--- src/rtl/disp_pkg.sv ---
// disp_pkg: shared FSM encoding and 7-segment patterns for the display scanner
package disp_pkg;
  typedef enum logic [1:0] {IDLE, BLANK, DRIVE} state_t;
  localparam logic [6:0] SEG_BLANK = 7'h7F;
  localparam logic [6:0] SEG_LUT [16] = '{
    7'h40, 7'h79, 7'h24, 7'h30, 7'h19, 7'h12, 7'h02, 7'h78,
    7'h00, 7'h10, 7'h08, 7'h03, 7'h46, 7'h21, 7'h06, 7'h0E
  };
endpackage

--- src/rtl/display_scan_scheduler_seg7_decoder.sv ---
// seg7_decoder: hex nibble to active-low {g,f,e,d,c,b,a} segment pattern
module seg7_decoder
  import disp_pkg::*;
(
  input  logic [3:0] hex,
  output logic [6:0] seg
);
  assign seg = SEG_LUT[hex];
endmodule

--- src/rtl/display_scan_scheduler.sv ---
// display_scan_scheduler: multiplexed 7-segment scan with blank guard, frame snapshot and runtime slot length
module display_scan_scheduler
  import disp_pkg::*;
#(
  parameter int DIGITS     = 4,
  parameter int SCAN_RATIO = 5000,
  parameter int BLANK_CYC  = 16
) (
  input  logic                  clkin,
  input  logic                  rst,
  input  logic                  en,
  input  logic [4*DIGITS-1:0]   digit_data,
  input  logic [DIGITS-1:0]     dp_mask,
  input  logic                  blank_lz,
  input  logic [31:0]           ratio_in,
  input  logic                  ratio_load,
  output logic [DIGITS-1:0]     an,
  output logic [6:0]            seg,
  output logic                  dp,
  output logic                  frame_tick
);
  localparam int IW = (DIGITS > 1) ? $clog2(DIGITS) : 1;
  state_t state, nstate;
  logic [IW-1:0] idx, nidx;
  logic [31:0] cnt, ncnt, active_ratio, pending, clamped;
  logic pend_v, frame_start, slot_end, last_slot;
  logic [4*DIGITS-1:0] snap_data;
  logic [DIGITS-1:0] snap_dp, blank_mask, n_an;
  logic snap_lz, drive_on, n_dp, z;
  logic [3:0] nib;
  logic [6:0] dec, n_seg;
  seg7_decoder u_dec (
    .hex(nib),
    .seg(dec)
  );
  // Sequencing: en low forces IDLE; a slot is BLANK_CYC dark cycles then drive until active_ratio
  always_comb begin
    nstate = state;
    nidx = idx;
    ncnt = cnt;
    frame_start = 1'b0;
    slot_end = (state == DRIVE) && (cnt >= active_ratio - 32'd1);
    last_slot = idx == IW'(DIGITS - 1);
    if (!en) begin
      nstate = IDLE;
      nidx = '0;
      ncnt = '0;
    end else if (state == IDLE) begin
      nstate = BLANK;
      nidx = '0;
      ncnt = '0;
      frame_start = 1'b1;
    end else if (state == BLANK) begin
      ncnt = cnt + 32'd1;
      nstate = (cnt >= 32'(BLANK_CYC - 1)) ? DRIVE : BLANK;
    end else if (slot_end) begin
      nstate = BLANK;
      ncnt = '0;
      nidx = last_slot ? '0 : idx + 1'b1;
      frame_start = last_slot;
    end else begin
      ncnt = cnt + 32'd1;
    end
  end
  // Leading-zero mask from the snapshot: a digit is blanked while it and everything above it is zero
  always_comb begin
    blank_mask = '0;
    z = 1'b1;
    for (int i = DIGITS - 1; i >= 1; i--) begin
      z = z & (snap_data[4*i +: 4] == 4'h0);
      blank_mask[i] = snap_lz & z;
    end
  end
  // Output values for the state being entered, so registered outputs line up with the state
  always_comb begin
    nib = snap_data[{nidx, 2'b00} +: 4];
    drive_on = (nstate == DRIVE) && !blank_mask[nidx];
    n_an = drive_on ? ~(DIGITS'(1) << nidx) : '1;
    n_seg = drive_on ? dec : SEG_BLANK;
    n_dp = !(drive_on && snap_dp[nidx]);
    clamped = (ratio_in <= 32'(BLANK_CYC)) ? 32'(BLANK_CYC + 1) : ratio_in;
  end
  // FSM state, slot counter and registered pin drive
  always_ff @(posedge clkin or posedge rst) begin
    if (rst) begin
      state <= IDLE;
      idx <= '0;
      cnt <= '0;
      an <= '1;
      seg <= SEG_BLANK;
      dp <= 1'b1;
      frame_tick <= 1'b0;
    end else begin
      state <= nstate;
      idx <= nidx;
      cnt <= ncnt;
      an <= n_an;
      seg <= n_seg;
      dp <= n_dp;
      frame_tick <= frame_start;
    end
  end
  // Per-frame snapshot of display data and deferred slot length update
  always_ff @(posedge clkin or posedge rst) begin
    if (rst) begin
      snap_data <= '0;
      snap_dp <= '0;
      snap_lz <= 1'b0;
      active_ratio <= 32'(SCAN_RATIO);
      pending <= '0;
      pend_v <= 1'b0;
    end else begin
      if (frame_start) begin
        snap_data <= digit_data;
        snap_dp <= dp_mask;
        snap_lz <= blank_lz;
        if (pend_v) active_ratio <= pending;
        pend_v <= 1'b0;
      end
      if (ratio_load && ratio_in != 32'd0) begin
        pending <= clamped;
        pend_v <= 1'b1;
      end
    end
  end
endmodule

--- config.mk ---
export PLATFORM = sky130hd
export DESIGN_NAME = display_scan_scheduler
export DESIGN_NICKNAME = d
export VERILOG_FILES = /design/src/rtl/disp_pkg.sv /design/src/rtl/display_scan_scheduler_seg7_decoder.sv /design/src/rtl/display_scan_scheduler.sv
export SDC_FILE = /design/constraint.sdc
export NUM_CORES = 1
export LEC_CHECK = 0
export CAP_MARGIN = 10
export CELL_PAD_IN_SITES_DETAIL_PLACEMENT = 0
export CELL_PAD_IN_SITES_GLOBAL_PLACEMENT = 2
export CORE_ASPECT_RATIO = 0.75
export CORE_MARGIN = 4
export CORE_UTILIZATION = 38
export DETAILED_ROUTE_END_ITERATION = 7
export GPL_TIMING_DRIVEN = 0
export PLACE_DENSITY_LB_ADDON = 0.12
export SYNTH_ARGS = -nofsm -noshare
export SYNTH_HDL_FRONTEND = slang
export SYNTH_HIERARCHICAL = 1
export SYNTH_SLANG_ARGS = --single-unit
export TNS_END_PERCENT = 1
--- constraint.sdc ---
create_clock -name clkin -period 7.1 [get_ports clkin]
set_input_delay 1.775 -clock clkin [delete_from_list [all_inputs] [get_ports clkin]]
set_output_delay 1.775 -clock clkin [all_outputs]
set_load 0.02 [all_outputs]
==> impl_metrics.sql <==
INSERT INTO impl_metrics (metric_group, metric, value, unit) VALUES
('route', 'detailedRoute.firstPassIterationCount', '4', ''),
('power', 'ir_worst_vdd', '121.4', 'µV'),
('yosys', 'synth_largest_type_area_fraction', '0.4112', ''),
('power', 'internal_power', '1697', 'µW'),
('route', 'routed_wirelength', '16740', 'µm'),
('die', 'boundaryPins', '70', ''),
('critical_path', 'capturing_point_of_the_worst_reg2reg_path', 'seg[3]', ''),
('power', 'power.static_leakage', '0.003712', 'µW'),
('clock_network', 'cts_htree_levels', '4', ''),
('critical_path', 'critical_path_peak_fanout', '10', ''),
('timing', 'finalHoldViolCount', '0', ''),
('critical_path', 'r2r-start', 'active_ratio[5]', ''),
('clock_network', 'cts_made_buffers', '17', ''),
('timing', 'min_period_over_period', '0.9209', ''),
('min_path', 'worstHoldPathType', 'reg2reg', ''),
('critical_path', 'critical_path_buf_inv_count', '3', ''),
('global_routing', 'global_route.overflow_total', '0', ''),
('cells_and_area', 'antennaDiodeCount', '0', ''),
('timing', 'fin_max_slew_vios', '0', ''),
('power', 'clkPwrFrac', '0.357', ''),
('yosys', 'netlist-cell-type-count', '56', ''),
('yosys', 'asyncSetResetFlopFracSynth', '1.000', ''),
('clock_network', 'cts.sinks', '135', ''),
('clock_network', 'tritoncts', 'yes', ''),
('clock_network', 'worstSkewPairLatency', '0.42', 'ns'),
('power', 'power.net_switching', '766.2', 'µW'),
('min_path', 'hold_path_end', 'pending[30]', ''),
('yosys', 'syn-instance-count', '640', ''),
('critical_path', 'worstRegToRegCells', '23', ''),
('timing', 'setup_total_negative_slack', '0', 'ns'),
('power', 'power_switching_share', '0.3111', ''),
('die', 'die_h', '127.1', 'µm'),
('timing', 'timing.max_slew.rel_slack', '0.5834', ''),
('route', 'drc', '0', ''),
('yosys', 'synthesis.yosys.warnings', '6', ''),
('placement', 'port-buffer-count', '68', ''),
('die', 'start_util', '0.3880', ''),
('timing', 'max_clock_freq', '152.9', 'MHz'),
('critical_path', 'startpoint_type', 'flip-flop', ''),
('clock_network', 'clockBufferDepth', '2', ''),
('global_routing', 'grt_first_pass_wirelength', '28220', 'µm'),
('route', 'routed-via-count', '5087', ''),
('cells_and_area', 'fillCellCount', '1711', ''),
('clock_network', 'path_clk_slew', '0.06', 'ns'),
('route', 'detail_route.vias_per_cell', '5.149', ''),
('route', 'detail_route.wl_per_cell', '16.94', 'µm'),
('die', 'rows', '43', ''),
('placement', 'hpwlAfterDp', '12980', 'µm'),
('cells_and_area', 'post_route_cells_drive_above_1_share', '0.1363', ''),
('die', 'chipWidth', '166.7', 'µm'),
('yosys', 'avg_synthesized_cell_area', '11.22', 'µm²'),
('yosys', 'synth.ff_latch_count', '135', ''),
('power', 'power.combinational.fraction', '0.220', ''),
('min_path', 'holdCritStartpoint', 'pending[30]', ''),
('die', 'die_area', '21180', 'µm²'),
('critical_path', 'critical_path.top_delay_family', 'simple AND/OR/NAND/NOR gates', ''),
('outcome', 'run_status', 'complete, no violations', ''),
('yosys', 'post_synth_instance_area', '7181', 'µm²'),
('critical_path', 'setup.worst_path.class', 'reg2reg', ''),
('global_routing', 'overall_track_demand_over_capacity_in_global_routing', '0.1676', ''),
('clock_network', 'ctsHoldBuffers', '0', ''),
('global_routing', 'grt_max_degree', '71', ''),
('timing', 'layout_min_cycle_time', '6.538', 'ns'),
('yosys', 'synth-main-ff-cell', 'dfrtp_1', ''),
('critical_path', 'worst_path_largest_cell_delay', '0.55', 'ns'),
('timing', 'worst_case_clock_skew', '0.01046', 'ns'),
('cells_and_area', 'layout-area-overhead-vs-synth', '22.53', '%'),
('placement', 'placed_cells', '956', ''),
('global_routing', 'grt_antenna_before_repair', '0', ''),
('timing', 'worst_pin_slew', '0.6076', 'ns'),
('yosys', 'synth_nets', '739', '');
-- repair_timing --
| action | 4_1_cts | 5_1_grt |
|---|---|---|
| buffers inserted | 0 | 0 |
| resized for setup | 0 | 2 |
| setup endpoints to repair | 0 | 1 |
-- worst register-to-register path: stages (launching register included) --
cell and delay, ns:
dfrtp_1 0.43, or4_1 0.56, nor3_2 0.21, nand2b_1 0.14, nand2b_1 0.23, or3_1 0.43, nand2b_1 0.19, nor4_2 0.20
xnor2_1 0.14, ha_1 0.33, nand4_1 0.16, nor4_1 0.42, nand2_1 0.16, a31oi_4 0.30, nor3_2 0.15, o31ai_4 0.32
buf_4 0.27, mux2i_1 0.14, mux2i_2 0.43, inv_1 0.19, ha_1 0.33, inv_1 0.05, mux4_1 0.46, or2_1 0.23
-- metrics by stage --
stage | area, µm² | setup WS [ns] | total power (µW) | util
2_1_floorplan | 7181 | 1.381 | 1410 | -
3_3_place_gp | 8170 | -0.1215 | 1573 | 0.4415
3_5_place_dp | 8203 | 0.3503 | 1602 | 0.4432
4_1_cts | 8791 | 0.3267 | 2491 | 0.4750
5_1_grt | 8798 | 0.1152 | 2610 | 0.4754
6_report | 8798 | 0.5618 | 2463 | 0.4754
-- sequential cells by signal (all words and copies together), names as in the netlist, 2 cells and up --
register and count:
active_ratio 32, cnt 32, pending 32, snap_data 16, seg 7, an 4, snap_dp 4, idx 2
state 2
-- logic make-up after synthesis --
group | count (synthesis) | synth area share
and+or+nand+nor | 217 | 0.1547
muxes | 75 | 0.1181
DFF | 135 | 0.4734
buffers and inverters | 36 | 0.02561
xor gates and xnor gates | 60 | 0.07318
AOI/OAI and AO/OA | 75 | 0.08172
adders and majority gates | 42 | 0.07318
-- power by group through the flow --
stage | combinational [µW] | sequential (µW) | clock, µW
2_1_floorplan | 389 | 1020 | 0
3_3_place_gp | 525 | 1050 | 0
3_5_place_dp | 546 | 1060 | 0
4_1_cts | 548 | 1040 | 901
5_1_grt | 612 | 1060 | 934
6_report | 542 | 1040 | 879
-- final cells by class --
cell class	count	area [µm²]	area share
plain buffers	20	123.9	0.01408
clock buffers	18	439.2	0.04991
clock inverters	14	148.9	0.01692
inverters	16	65.06	0.007395
multi-input cells	469	3605	0.4097
flip-flops and latches	135	3400	0.3864
well taps	247	309.0	0.03513
repair buffers	69	708.2	0.08049
-- layer usage --
metal | GRT usage | part of all wire | up-vias
li1 | - | - | 2494
met2 | 0.2375 | 0.41 | 95
met4 | 0.04185 | 0.0094 | 0
met3 | 0.03557 | 0.039 | 13
met5 | 0 | 0 | -
met1 | 0.2607 | 0.54 | 2485
-- synthesized netlist by cell type, drive strengths merged, types with 9 or more instances --
cell type	number
ha	42
dfstp	17
mux2i	18
xnor2	34
mux2	55
nand2b	9
nand3	19
a21oi	18
o21ai	11
nand2	40
xor2	26
a22o	27
dfrtp	118
nor2	62
buf	14
nor3	16
nor4	26
inv	16
-- layout by cell type, fill, tap and decap left out, types with 19 or more instances in the layout --
cell               n
xnor2_1           34
nand2_1           40
mux2_1            31
dfrtp_1          118
nor4_1            24
nor2_1            62
xor2_1            26
clkdlybuf4s50_1   68
ha_1              42
mux2_2            24
nand3_1           19
a22o_1            27
-- worst max path at each step --
stage | from | end | slack (ns) | depth (start not counted)
3_3_place_gp | rst | cnt[5] | -0.12 | 2
4_1_cts | active_ratio[5] | seg[3] | 0.33 | 23
3_5_place_dp | active_ratio[5] | seg[3] | 0.35 | 23
2_1_floorplan | active_ratio[5] | seg[3] | 1.38 | 23
6_report | active_ratio[5] | seg[3] | 0.56 | 23
5_1_grt | active_ratio[5] | seg[3] | 0.12 | 23
No activity file was read; power rests on OpenSTA's default activity.
